[src/rtl/map_access_arbiter_pkg.sv]
// Shared constants, sprite codes and controller state encoding for the map RAM arbiter.
package map_access_arbiter_pkg;

    localparam int MAP_W    = 21;
    localparam int MAP_H    = 21;
    localparam int MAP_SIZE = MAP_W * MAP_H;
    localparam int ADDR_W   = 9;
    localparam int SPRITE_W = 3;
    localparam int COORD_W  = 5;

    typedef enum logic [SPRITE_W-1:0] {
        BLACK     = 3'b000,
        BIG_ORB   = 3'b001,
        SMALL_ORB = 3'b010,
        WALL_BLUE = 3'b011,
        WALL_GREY = 3'b100
    } sprite_e;

    typedef enum logic {
        ST_IDLE = 1'b0,
        ST_FILL = 1'b1
    } state_e;

    // Row-major tile address; callers only rely on it for in-range coordinates.
    function automatic logic [ADDR_W-1:0] tile_addr(input logic [COORD_W-1:0] x,
                                                    input logic [COORD_W-1:0] y,
                                                    input int row_w);
        return ADDR_W'(row_w * int'(y) + int'(x));
    endfunction

endpackage

[src/rtl/map_access_arbiter_rr_picker.sv]
// Round-robin picker: first requester strictly after the pointer wins, wrapping around.
module rr_picker #(
    parameter int NPORT = 3,
    parameter int PW    = 2
) (
    input  logic [NPORT-1:0] req,
    input  logic [PW-1:0]    ptr,
    output logic [NPORT-1:0] gnt
);

    logic found;
    int   idx;

    always_comb begin
        gnt   = '0;
        found = 1'b0;
        idx   = 0;
        for (int i = 1; i <= NPORT; i++) begin
            idx = (int'(ptr) + i) % NPORT;
            if (!found && req[idx]) begin
                gnt[idx] = 1'b1;
                found    = 1'b1;
            end
        end
    end

endmodule

[src/rtl/map_access_arbiter.sv]
// Arbitrates display/Pac-Man/ghost access to the single-port map RAM and runs whole-map fills.
module map_access_arbiter #(
    parameter int MAP_W = map_access_arbiter_pkg::MAP_W,
    parameter int MAP_H = map_access_arbiter_pkg::MAP_H,
    parameter int NPORT = 3
) (
    input  logic                   clock_50,
    input  logic                   resetn,
    input  logic [NPORT-1:0]       req,
    input  logic [NPORT-1:0]       we,
    input  logic [NPORT-1:0][4:0]  map_x,
    input  logic [NPORT-1:0][4:0]  map_y,
    input  logic [NPORT-1:0][2:0]  wdata,
    output logic [NPORT-1:0]       gnt,
    output logic [NPORT-1:0]       rvalid,
    output logic [2:0]             rdata,
    output logic [NPORT-1:0]       err,
    input  logic                   fill_start,
    input  logic [2:0]             fill_value,
    output logic                   busy,
    output logic                   fill_done,
    output logic [8:0]             ram_addr,
    output logic [2:0]             ram_data,
    output logic                   ram_wren,
    input  logic [2:0]             ram_q
);
    import map_access_arbiter_pkg::*;

    localparam int          PW        = (NPORT > 1) ? $clog2(NPORT) : 1;
    localparam logic [4:0]  X_LIM     = 5'(MAP_W);
    localparam logic [4:0]  Y_LIM     = 5'(MAP_H);
    localparam logic [8:0]  LAST_ADDR = 9'(MAP_W * MAP_H - 1);

    state_e             state_q, state_d;
    logic [PW-1:0]      ptr_q, ptr_d;
    logic [NPORT-1:0]   gnt_q, gnt_d, err_q, err_d, rvalid_q, rvalid_d;
    logic [2:0]         rdata_q, rdata_d, ram_data_q, ram_data_d;
    logic [8:0]         ram_addr_q, ram_addr_d;
    logic               ram_wren_q, ram_wren_d, busy_q, busy_d, fill_done_q, fill_done_d;
    logic               s1_vld_q, s1_vld_d, s1_oob_q, s1_oob_d, s2_vld_q, s2_oob_q;
    logic [PW-1:0]      s1_port_q, s1_port_d, s2_port_q;
    logic [NPORT-1:0]   pick;
    logic [PW-1:0]      sel;
    logic               oob;

    // A port still sees its own req during the gnt cycle; mask it so it is not granted twice.
    rr_picker #(.NPORT(NPORT), .PW(PW)) u_rr_picker (
        .req (req & ~gnt_q),
        .ptr (ptr_q),
        .gnt (pick)
    );

    always_comb begin
        sel = '0;
        for (int i = 0; i < NPORT; i++) begin
            if (pick[i]) sel = PW'(i);
        end
        oob = (map_x[sel] >= X_LIM) || (map_y[sel] >= Y_LIM);
    end

    always_comb begin
        state_d     = state_q;
        ptr_d       = ptr_q;
        gnt_d       = '0;
        err_d       = '0;
        ram_addr_d  = ram_addr_q;
        ram_data_d  = ram_data_q;
        ram_wren_d  = 1'b0;
        busy_d      = busy_q;
        fill_done_d = 1'b0;
        s1_vld_d    = 1'b0;
        s1_oob_d    = 1'b0;
        s1_port_d   = s1_port_q;
        rvalid_d    = '0;
        rdata_d     = '0;
        if (s2_vld_q) begin
            rvalid_d[s2_port_q] = 1'b1;
            rdata_d             = s2_oob_q ? 3'b000 : ram_q;
        end
        case (state_q)
            ST_IDLE: begin
                if (fill_start) begin
                    state_d    = ST_FILL;
                    busy_d     = 1'b1;
                    ram_addr_d = '0;
                    ram_data_d = fill_value;
                    ram_wren_d = 1'b1;
                end else if (pick != '0) begin
                    gnt_d      = pick;
                    ptr_d      = sel;
                    err_d      = oob ? pick : '0;
                    ram_addr_d = tile_addr(map_x[sel], map_y[sel], MAP_W);
                    ram_data_d = wdata[sel];
                    ram_wren_d = we[sel] & ~oob;
                    s1_vld_d   = ~we[sel];
                    s1_oob_d   = oob;
                    s1_port_d  = sel;
                end
            end
            ST_FILL: begin
                if (ram_addr_q == LAST_ADDR) begin
                    state_d     = ST_IDLE;
                    busy_d      = 1'b0;
                    fill_done_d = 1'b1;
                end else begin
                    ram_addr_d = ram_addr_q + 9'd1;
                    ram_wren_d = 1'b1;
                end
            end
            default: state_d = ST_IDLE;
        endcase
    end

    always_ff @(posedge clock_50 or negedge resetn) begin
        if (!resetn) begin
            state_q     <= ST_IDLE;
            ptr_q       <= PW'(NPORT - 1);
            gnt_q       <= '0;
            err_q       <= '0;
            rvalid_q    <= '0;
            rdata_q     <= '0;
            ram_addr_q  <= '0;
            ram_data_q  <= '0;
            ram_wren_q  <= 1'b0;
            busy_q      <= 1'b0;
            fill_done_q <= 1'b0;
            s1_vld_q    <= 1'b0;
            s1_oob_q    <= 1'b0;
            s1_port_q   <= '0;
            s2_vld_q    <= 1'b0;
            s2_oob_q    <= 1'b0;
            s2_port_q   <= '0;
        end else begin
            state_q     <= state_d;
            ptr_q       <= ptr_d;
            gnt_q       <= gnt_d;
            err_q       <= err_d;
            rvalid_q    <= rvalid_d;
            rdata_q     <= rdata_d;
            ram_addr_q  <= ram_addr_d;
            ram_data_q  <= ram_data_d;
            ram_wren_q  <= ram_wren_d;
            busy_q      <= busy_d;
            fill_done_q <= fill_done_d;
            s1_vld_q    <= s1_vld_d;
            s1_oob_q    <= s1_oob_d;
            s1_port_q   <= s1_port_d;
            s2_vld_q    <= s1_vld_q;
            s2_oob_q    <= s1_oob_q;
            s2_port_q   <= s1_port_q;
        end
    end

    assign gnt       = gnt_q;
    assign err       = err_q;
    assign rvalid    = rvalid_q;
    assign rdata     = rdata_q;
    assign ram_addr  = ram_addr_q;
    assign ram_data  = ram_data_q;
    assign ram_wren  = ram_wren_q;
    assign busy      = busy_q;
    assign fill_done = fill_done_q;

endmodule

[config.mk]
export PLATFORM = sky130hd
export DESIGN_NAME = map_access_arbiter
export DESIGN_NICKNAME = d
export VERILOG_FILES = /design/src/rtl/map_access_arbiter_pkg.sv /design/src/rtl/map_access_arbiter_rr_picker.sv /design/src/rtl/map_access_arbiter.sv
export SDC_FILE = /design/constraint.sdc
export NUM_CORES = 1
export LEC_CHECK = 0
export CORE_AREA = 3 3 84 86
export CTS_BUF_LIST = sky130_fd_sc_hd__clkbuf_4
export DETAILED_ROUTE_END_ITERATION = 10
export DIE_AREA = 0 0 87 89
export PLACE_DENSITY = 0.82
export SLEW_MARGIN = 20
export SYNTH_ARGS = -nofsm -noshare
export SYNTH_HDL_FRONTEND = slang
export SYNTH_SLANG_ARGS = --single-unit
[constraint.sdc]
create_clock -name clock_50 -period 5.7 [get_ports clock_50]
set_input_delay 0.855 -clock clock_50 [delete_from_list [all_inputs] [get_ports clock_50]]
set_output_delay 0.855 -clock clock_50 [all_outputs]
set_load 0.02 [all_outputs]
==> impl_metrics.prom, run 1 <==
# TYPE chip_impl_metric gauge
chip_impl_metric{name="yosysWarningCount",unit=""} 0
chip_impl_metric{name="seqPwrFrac",unit=""} 0.167
chip_impl_metric{name="comb_power_share",unit=""} 0.735
chip_impl_info{name="cts_tree",value="yes"} 1
chip_impl_metric{name="fp-row-count",unit=""} 29
chip_impl_metric{name="largest_net_degree_at_the_start_of_global_routing",unit=""} 38
chip_impl_metric{name="synth_edf_count",unit=""} 0
chip_impl_metric{name="cts_buffer_depth",unit=""} 2
chip_impl_metric{name="via_count",unit=""} 2578
chip_impl_metric{name="synthesis.nets",unit=""} 377
chip_impl_info{name="clock_tree.root_cell",value="sky130_fd_sc_hd__clkbuf_4"} 1
chip_impl_metric{name="routedWlPerCell",unit="um"} 16.2
chip_impl_metric{name="ys_seq_area_frac",unit=""} 0.326
chip_impl_info{name="timing.rr.end",value="ram_addr[8]"} 1
chip_impl_metric{name="setup-tns-final",unit="ns"} 0
chip_impl_info{name="synth_top_area_cells",value="sky130_fd_sc_hd__dfrtp_1, sky130_fd_sc_hd__ha_1, sky130_fd_sc_hd__a21oi_1"} 1
chip_impl_metric{name="insertedDiodeCount",unit=""} 0
chip_impl_metric{name="postSynth.asyncResetShare",unit=""} 1.00
chip_impl_metric{name="detailed_place_hpwl",unit="um"} 5920
chip_impl_metric{name="dr.pass1.iters",unit=""} 4
chip_impl_metric{name="drt_iter0_drc",unit=""} 93
chip_impl_metric{name="num_io_pins",unit=""} 81
chip_impl_metric{name="route.detailed.drc",unit=""} 0
chip_impl_info{name="synth.largest_area_cell",value="sky130_fd_sc_hd__dfrtp_1"} 1
chip_impl_metric{name="io_buffers",unit=""} 80
chip_impl_metric{name="netSwitchingFraction",unit=""} 0.467
chip_impl_metric{name="grt-ovfl-total",unit=""} 0
chip_impl_metric{name="vdd_ir_drop_max",unit="V"} 0.000449
chip_impl_metric{name="clock_sinks",unit=""} 37
chip_impl_metric{name="cts_buffers",unit=""} 5
chip_impl_metric{name="syn-cell-area",unit="sq um"} 2850
chip_impl_info{name="worst_r2r_startpoint",value="ptr_q[0]"} 1
chip_impl_metric{name="final_layout_size_suffix_gt1_frac",unit=""} 0.0955
chip_impl_metric{name="post_cts.resized_instances",unit=""} 0
chip_impl_metric{name="hold_ws",unit="ns"} 0.359
chip_impl_info{name="synth_flop_cell",value="sky130_fd_sc_hd__dfrtp_1"} 1
chip_impl_metric{name="clock_skew",unit="ns"} 0.00936
chip_impl_info{name="run_status",value="complete, no violations"} 1
chip_impl_metric{name="synthDistinctLibCells",unit=""} 67
chip_impl_metric{name="final_core_util",unit=""} 0.600
chip_impl_metric{name="r2r_slack",unit="ns"} 0.48
chip_impl_metric{name="finalMaxSlewViolations",unit=""} 0
chip_impl_metric{name="die_width",unit="um"} 87
chip_impl_info{name="critPathCaptureType",value="flip-flop"} 1
chip_impl_metric{name="nets",unit=""} 458
chip_impl_metric{name="floorplan.die_area",unit="sq um"} 7740
chip_impl_metric{name="setup-violations-final",unit=""} 0
chip_impl_metric{name="area_growth_from_synthesis_to_final_layout",unit="%"} 33.9
chip_impl_metric{name="clkTransAtPathRegs",unit="ns"} 0.12
chip_impl_metric{name="routed_wire_length",unit="um"} 7370
chip_impl_metric{name="first_global_vias",unit=""} 2522
chip_impl_metric{name="detailedPlace.worstSlack",unit="ns"} 0.125
chip_impl_metric{name="gp_congestion",unit=""} 0.920
chip_impl_info{name="crit_path_start_kind",value="flip-flop"} 1
chip_impl_metric{name="global_route_wire_length_before_repair",unit="um"} 12000
chip_impl_metric{name="start_util",unit=""} 0.448
chip_impl_metric{name="crit_required",unit="ns"} 5.93
chip_impl_info{name="mostFrequentLayoutCell",value="sky130_fd_sc_hd__clkdlybuf4s50_1"} 1
chip_impl_metric{name="timing.reg2reg.worst_path_depth",unit=""} 20
chip_impl_metric{name="post_cts_hold_buffer_count",unit=""} 0
chip_impl_metric{name="p_leak",unit="nW"} 1.68
chip_impl_metric{name="finalNonFillerCells",unit=""} 454
chip_impl_metric{name="route.detailed.vias_per_inst",unit=""} 5.68
chip_impl_metric{name="postCtsSetupRepairBufs",unit=""} 0
chip_impl_info{name="hold_class",value="reg2reg"} 1
chip_impl_metric{name="track_usage",unit=""} 0.196
chip_impl_metric{name="postRouteAntennaNets",unit=""} 0
chip_impl_info{name="leading_cell_types_in_the_layout_fill_and_taps_excluded",value="sky130_fd_sc_hd__clkdlybuf4s50_1, sky130_fd_sc_hd__dfrtp_1, sky130_fd_sc_hd__inv_1"} 1
chip_impl_metric{name="share_clk_of_total_power",unit=""} 0.099
chip_impl_metric{name="syn-instance-count",unit=""} 295
chip_impl_metric{name="p_sw",unit="mW"} 1.09
chip_impl_info{name="hold_path_startpoint",value="s1_oob_q"} 1
chip_impl_metric{name="synth_top_area_share",unit=""} 0.316
chip_impl_metric{name="timing.critical_path.fanout_max",unit=""} 22
chip_impl_metric{name="post-route-worst-setup-slack",unit="ns"} 0.479
chip_impl_info{name="cp-endpoint",value="ram_addr[8]"} 1
chip_impl_metric{name="tightestPinTransition",unit="ns"} 0.839
chip_impl_metric{name="post_route_clock_period_utilization",unit=""} 0.916
chip_impl_metric{name="design.core.area",unit="sq um"} 6350
chip_impl_metric{name="synth.ff_latch_count",unit=""} 37
chip_impl_metric{name="drv_cap",unit=""} 0
chip_impl_metric{name="die_height",unit="um"} 89
chip_impl_metric{name="grt_antenna_before_repair",unit=""} 0
chip_impl_info{name="path_class",value="reg2reg"} 1
chip_impl_info{name="setup_repair_after_global_routing_missed_its_margin",value="no"} 1
chip_impl_metric{name="maxClockFrequency",unit="MHz"} 192
chip_impl_metric{name="finalCriticalPeriod",unit="ns"} 5.22
chip_impl_metric{name="synth_area_per_cell",unit="sq um"} 9.65
chip_impl_metric{name="power-per-cell-area",unit="nW/um^2"} 614
chip_impl_metric{name="crit_arrival",unit="ns"} 5.45
chip_impl_metric{name="hold_vio_cnt_final",unit=""} 0
chip_impl_metric{name="clk_latency",unit="ns"} 0.34
chip_impl_metric{name="internal_power",unit="mW"} 1.25
chip_impl_metric{name="timing.slew.headroom",unit=""} 0.436
chip_impl_metric{name="cts.htree.levels",unit=""} 2
chip_impl_info{name="worstSetupStartpoint",value="ptr_q[0]"} 1
chip_impl_metric{name="placed_cells",unit=""} 446
## worst min-delay path by stage
stage                     cells after the start        to  slack (ns)
final                                         0  s2_oob_q        0.36
after global routing                          0  s2_vld_q        0.37
after CTS                                     0  s2_oob_q        0.37
after detailed placement                      0  s2_oob_q        0.34
after global placement                        0  s2_vld_q        0.33
after floorplan                               0  s2_oob_q        0.33
## through the flow
stage,power [mW],cell area (sq um)
final,2.34,3810
after global placement,2.04,3700
after CTS,2.34,3810
after global routing,2.58,3810
after floorplan,1.65,2850
after detailed placement,2.10,3700
## registers in the layout, summed over array words and instances (netlist names), 2 cells and up
| signal | flops |
|---|---|
| ram_addr | 9 |
| err | 3 |
| gnt | 3 |
| ram_data | 3 |
| rdata | 3 |
| rvalid | 3 |
| ptr_q | 2 |
| s2_port_q | 2 |
## cells in the mapped netlist, types with 4 or more instances
cell type                   n
sky130_fd_sc_hd__a211oi_1   5
sky130_fd_sc_hd__a21o_1     5
sky130_fd_sc_hd__a21oi_1   21
sky130_fd_sc_hd__and2_1     4
sky130_fd_sc_hd__and3_1     4
sky130_fd_sc_hd__and3b_1    4
sky130_fd_sc_hd__dfrtp_1   36
sky130_fd_sc_hd__fa_1       4
sky130_fd_sc_hd__ha_1      24
sky130_fd_sc_hd__inv_1     27
sky130_fd_sc_hd__mux2i_1    8
sky130_fd_sc_hd__nand2_1   11
sky130_fd_sc_hd__nand2b_1   6
sky130_fd_sc_hd__nand3_1   11
sky130_fd_sc_hd__nor2_1    22
sky130_fd_sc_hd__nor2b_1    5
sky130_fd_sc_hd__o211ai_1   5
sky130_fd_sc_hd__o21a_1     6
sky130_fd_sc_hd__o21ai_0   10
sky130_fd_sc_hd__xnor2_1    4
sky130_fd_sc_hd__xor2_1     4
## cell families after synthesis
logic type / synth area share
AOI/OAI and AO/OA: 0.255
xor gates and xnor gates: 0.0246
adders and majority gates: 0.134
buffers and inverters: 0.0589
DFF: 0.326
muxes: 0.0409
and+or+nand+nor: 0.161
## area by class of cell
cell class	instances	area, sq um
Fill cell	510	2540
Multi-Input combinational cell	222	1760
Sequential cell	37	927
Timing Repair Buffer	83	823
Inverter	27	101
Tap cell	77	96.3
Clock inverter	3	68.8
Clock buffer	5	37.5
## per-layer routing
layer	routed length, um	GRT usage	part of all wire
met5	0	0	0
met4	63	0.0354	0.0085
met3	518	0.0350	0.070
met2	3870	0.364	0.52
met1	2920	0.240	0.40
## critical path, cell delays in order, from the launching register on
cell                        delay [ns]
sky130_fd_sc_hd__dfrtp_1          0.45
sky130_fd_sc_hd__inv_1            0.09
sky130_fd_sc_hd__ha_1             0.51
sky130_fd_sc_hd__inv_1            0.19
sky130_fd_sc_hd__o31a_1           0.42
sky130_fd_sc_hd__o2111ai_4        0.19
sky130_fd_sc_hd__and2_4           0.39
sky130_fd_sc_hd__a31oi_1          0.25
sky130_fd_sc_hd__ha_1             0.35
sky130_fd_sc_hd__ha_1             0.28
sky130_fd_sc_hd__inv_1            0.05
sky130_fd_sc_hd__fa_1             0.52
sky130_fd_sc_hd__inv_1            0.04
sky130_fd_sc_hd__ha_1             0.31
sky130_fd_sc_hd__nor2b_1          0.15
sky130_fd_sc_hd__o21ai_0          0.16
sky130_fd_sc_hd__nand2b_1         0.10
sky130_fd_sc_hd__a21o_1           0.18
sky130_fd_sc_hd__a21oi_1          0.17
sky130_fd_sc_hd__xor2_1           0.16
sky130_fd_sc_hd__o221ai_1         0.12
## power groups by stage
stage | Combinational, mW | Clock, mW | Sequential [mW]
2_1_floorplan | 1.21 | 0 | 0.437
3_3_place_gp | 1.65 | 0 | 0.390
3_5_place_dp | 1.71 | 0 | 0.394
4_1_cts | 1.72 | 0.234 | 0.389
5_1_grt | 1.94 | 0.247 | 0.400
6_report | 1.72 | 0.231 | 0.390
(Power assumes the default switching activity.)
==> run 2: changes to the inputs <==
--- a/config.mk
+++ b/config.mk
@@ -5,11 +5,11 @@
 export SDC_FILE = /design/constraint.sdc
 export NUM_CORES = 1
 export LEC_CHECK = 0
-export CORE_AREA = 3 3 84 86
+export CORE_AREA = 3 3 88 90
 export CTS_BUF_LIST = sky130_fd_sc_hd__clkbuf_4
 export DETAILED_ROUTE_END_ITERATION = 10
-export DIE_AREA = 0 0 87 89
-export PLACE_DENSITY = 0.82
+export DIE_AREA = 0 0 91 93
+export PLACE_DENSITY_LB_ADDON = 0.08
 export SLEW_MARGIN = 20
 export SYNTH_ARGS = -nofsm -noshare
 export SYNTH_HDL_FRONTEND = slang
==> impl_metrics.prom, run 2 (same netlist as run 1, synthesis figures left out) <==
# TYPE chip_impl_metric gauge
chip_impl_metric{name="seqPwrFrac",unit=""} 0.172
chip_impl_info{name="timing.critical_path.cells",value="inv_1, ha_1, inv_1, o31a_1, o2111ai_4, and2_4, a31oi_1, ha_1, ha_1, fa_1, ha_1, a21o_1, a21o_1, a21o_1, a21oi_1, xor2_1, nor2_1, nand2_1, o221ai_1"} 1
chip_impl_metric{name="die_height",unit="um"} 93
chip_impl_metric{name="final_design_area_no_fill",unit="sq um"} 3820
chip_impl_metric{name="gp_congestion",unit=""} 0.859
chip_impl_metric{name="cts.htree.levels",unit=""} 2
chip_impl_metric{name="die_width",unit="um"} 91
chip_impl_metric{name="p_sw",unit="mW"} 1.09
chip_impl_metric{name="post_cts_hold_buffer_count",unit=""} 0
chip_impl_info{name="setup_repair_after_global_routing_missed_its_margin",value="no"} 1
chip_impl_metric{name="hold_ws",unit="ns"} 0.363
chip_impl_metric{name="r2r_slack",unit="ns"} 0.43
chip_impl_info{name="hold_path_startpoint",value="s1_vld_q"} 1
chip_impl_metric{name="routed_wire_length",unit="um"} 7350
chip_impl_metric{name="postCtsSetupRepairBufs",unit=""} 0
chip_impl_info{name="clock_tree.root_cell",value="sky130_fd_sc_hd__clkbuf_4"} 1
chip_impl_metric{name="dpl-instance-area",unit="sq um"} 3740
chip_impl_info{name="hold_class",value="reg2reg"} 1
chip_impl_metric{name="comb_power_share",unit=""} 0.746
chip_impl_metric{name="detailed_place_hpwl",unit="um"} 5760
chip_impl_metric{name="global_route_wire_length_before_repair",unit="um"} 12200
chip_impl_info{name="crit_path_start_kind",value="flip-flop"} 1
chip_impl_metric{name="netSwitchingFraction",unit=""} 0.476
chip_impl_metric{name="share_clk_of_total_power",unit=""} 0.082
chip_impl_metric{name="seqCellArea",unit="sq um"} 927
chip_impl_info{name="worst_r2r_startpoint",value="ptr_q[0]"} 1
chip_impl_metric{name="worst_path_largest_cell_delay",unit="ns"} 0.53
chip_impl_metric{name="postRouteAntennaNets",unit=""} 0
chip_impl_metric{name="insertedDiodeCount",unit=""} 0
chip_impl_metric{name="internal_power",unit="mW"} 1.20
chip_impl_metric{name="fp-row-count",unit=""} 31
chip_impl_info{name="slowest_stage_cell_crit_path",value="sky130_fd_sc_hd__ha_1"} 1
chip_impl_info{name="hold_path_end",value="s2_vld_q"} 1
chip_impl_metric{name="route.detailed.drc",unit=""} 0
chip_impl_metric{name="grt-ovfl-total",unit=""} 0
chip_impl_info{name="path_class",value="reg2reg"} 1
chip_impl_metric{name="flip_flop_count_of_the_largest_register_all_copies_and_words_added",unit=""} 9
chip_impl_metric{name="start_util",unit=""} 0.399
chip_impl_metric{name="area_growth_from_synthesis_to_final_layout",unit="%"} 34.2
chip_impl_metric{name="placed_cells",unit=""} 469
chip_impl_metric{name="timing.slew.headroom",unit=""} 0.450
chip_impl_metric{name="clock_sinks",unit=""} 37
chip_impl_metric{name="min_delay_path_depth",unit=""} 0
chip_impl_metric{name="cts_buffers",unit=""} 5
chip_impl_metric{name="timing.critical_path.fanout_max",unit=""} 22
chip_impl_info{name="run_status",value="complete, no violations"} 1
chip_impl_info{name="mostFrequentLayoutCell",value="sky130_fd_sc_hd__clkdlybuf4s50_1"} 1
chip_impl_metric{name="crit_arrival",unit="ns"} 5.48
chip_impl_metric{name="io_buffers",unit=""} 80
chip_impl_info{name="cts_tree",value="yes"} 1
chip_impl_metric{name="hold_vio_cnt_final",unit=""} 0
chip_impl_metric{name="finalPower",unit="mW"} 2.28
chip_impl_metric{name="vdd_ir_drop_max",unit="V"} 0.000705
chip_impl_metric{name="fillerInstances",unit=""} 674
chip_impl_metric{name="dr.pass1.iters",unit=""} 4
chip_impl_info{name="cp_top_family",value="adder cells"} 1
chip_impl_metric{name="finalCriticalPeriod",unit="ns"} 5.27
chip_impl_metric{name="post_route_clock_period_utilization",unit=""} 0.925
chip_impl_metric{name="maxClockFrequency",unit="MHz"} 190
chip_impl_metric{name="route.detailed.vias_per_inst",unit=""} 5.22
chip_impl_metric{name="p_leak",unit="nW"} 1.67
chip_impl_metric{name="clk_latency",unit="ns"} 0.34
chip_impl_metric{name="drv_cap",unit=""} 0
chip_impl_metric{name="multi_input_comb_area",unit="sq um"} 1760
chip_impl_metric{name="detailedPlace.worstSlack",unit="ns"} 0.110
chip_impl_metric{name="routedWlPerCell",unit="um"} 15.4
chip_impl_metric{name="post_cts.resized_instances",unit=""} 0
chip_impl_info{name="timing.rr.end",value="ram_addr[7]"} 1
chip_impl_metric{name="finalNonFillerCells",unit=""} 477
chip_impl_metric{name="clkTransAtPathRegs",unit="ns"} 0.12
chip_impl_metric{name="tightestPinTransition",unit="ns"} 0.825
chip_impl_metric{name="setup-violations-final",unit=""} 0
chip_impl_info{name="most_common_cell_type_on_the_critical_path",value="sky130_fd_sc_hd__ha_1"} 1
chip_impl_metric{name="drt_iter0_drc",unit=""} 85
chip_impl_metric{name="floorplan.die_area",unit="sq um"} 8460
chip_impl_metric{name="setup-tns-final",unit="ns"} 0
chip_impl_metric{name="finalMaxSlewViolations",unit=""} 0
chip_impl_metric{name="num_io_pins",unit=""} 81
chip_impl_metric{name="crit_required",unit="ns"} 5.91
chip_impl_metric{name="design.core.area",unit="sq um"} 7140
chip_impl_metric{name="power-per-cell-area",unit="nW/um^2"} 598
chip_impl_metric{name="worstPathBufferInverterCount",unit=""} 2
chip_impl_metric{name="cts_buffer_depth",unit=""} 2
chip_impl_metric{name="via_count",unit=""} 2490
chip_impl_metric{name="post-route-worst-setup-slack",unit="ns"} 0.430
chip_impl_metric{name="first_global_vias",unit=""} 2446
chip_impl_metric{name="grt_antenna_before_repair",unit=""} 0
chip_impl_metric{name="track_usage",unit=""} 0.179
chip_impl_metric{name="final_layout_size_suffix_gt1_frac",unit=""} 0.101
chip_impl_metric{name="clock_skew",unit="ns"} 0.00650
chip_impl_metric{name="largest_net_degree_at_the_start_of_global_routing",unit=""} 38
chip_impl_metric{name="timing.reg2reg.worst_path_depth",unit=""} 19
chip_impl_info{name="leading_cell_types_in_the_layout_fill_and_taps_excluded",value="sky130_fd_sc_hd__clkdlybuf4s50_1, sky130_fd_sc_hd__dfrtp_1, sky130_fd_sc_hd__inv_1"} 1
chip_impl_metric{name="nets",unit=""} 459
chip_impl_info{name="critPathCaptureType",value="flip-flop"} 1
chip_impl_metric{name="final_core_util",unit=""} 0.535
==> run 2: cell count changes in the layout (fill, tap and decap cells not counted) <==
cell	change
sky130_fd_sc_hd__clkinv_4	+1
sky130_fd_sc_hd__clkinvlp_4	+1
sky130_fd_sc_hd__bufinv_16	-1
sky130_fd_sc_hd__clkdlybuf4s50_1	-1
sky130_fd_sc_hd__buf_2	+1
sky130_fd_sc_hd__inv_6	-1
sky130_fd_sc_hd__buf_4	+1
==> run 2: worst max-delay path by stage <==
stage	from	end	slack [ns]	depth (start not counted)
after global placement	req[0]	ram_addr[7]	0.08	18
after floorplan	req[0]	ram_addr[7]	1.03	18
after global routing	ptr_q[0]	ram_addr[8]	0.03	19
final	ptr_q[0]	ram_addr[7]	0.43	19
after CTS	ptr_q[0]	ram_addr[7]	0.42	19
after detailed placement	req[0]	ram_addr[7]	0.11	18
==> run 2: cell type report <==
type                       count  area share
multi-input combinational    222       0.460
sequential                    37       0.243
timing repair buffer          84       0.216
tap                           99      0.0324
inverter                      27      0.0265
clock inverter                 3      0.0121
clock buffer                   5     0.00983
==> run 2: per-layer routing <==
metal / track usage / vias up / share of wire / wire, um
met1: 0.251 / 1181 / 0.46 / 3390
li1: - / 1238 / - / -
met3: 0.0298 / 15 / 0.041 / 299
met2: 0.288 / 56 / 0.48 / 3530
met5: 0 / - / 0 / 0
met4: 0.0503 / 0 / 0.018 / 129
==> run 2: power groups by stage <==
stage	clock network [mW]	registers (mW)	logic, mW
2_1_floorplan	0	0.437	1.21
3_3_place_gp	0	0.394	1.68
3_5_place_dp	0	0.393	1.71
4_1_cts	0.193	0.390	1.73
5_1_grt	0.205	0.404	1.93
6_report	0.188	0.392	1.70
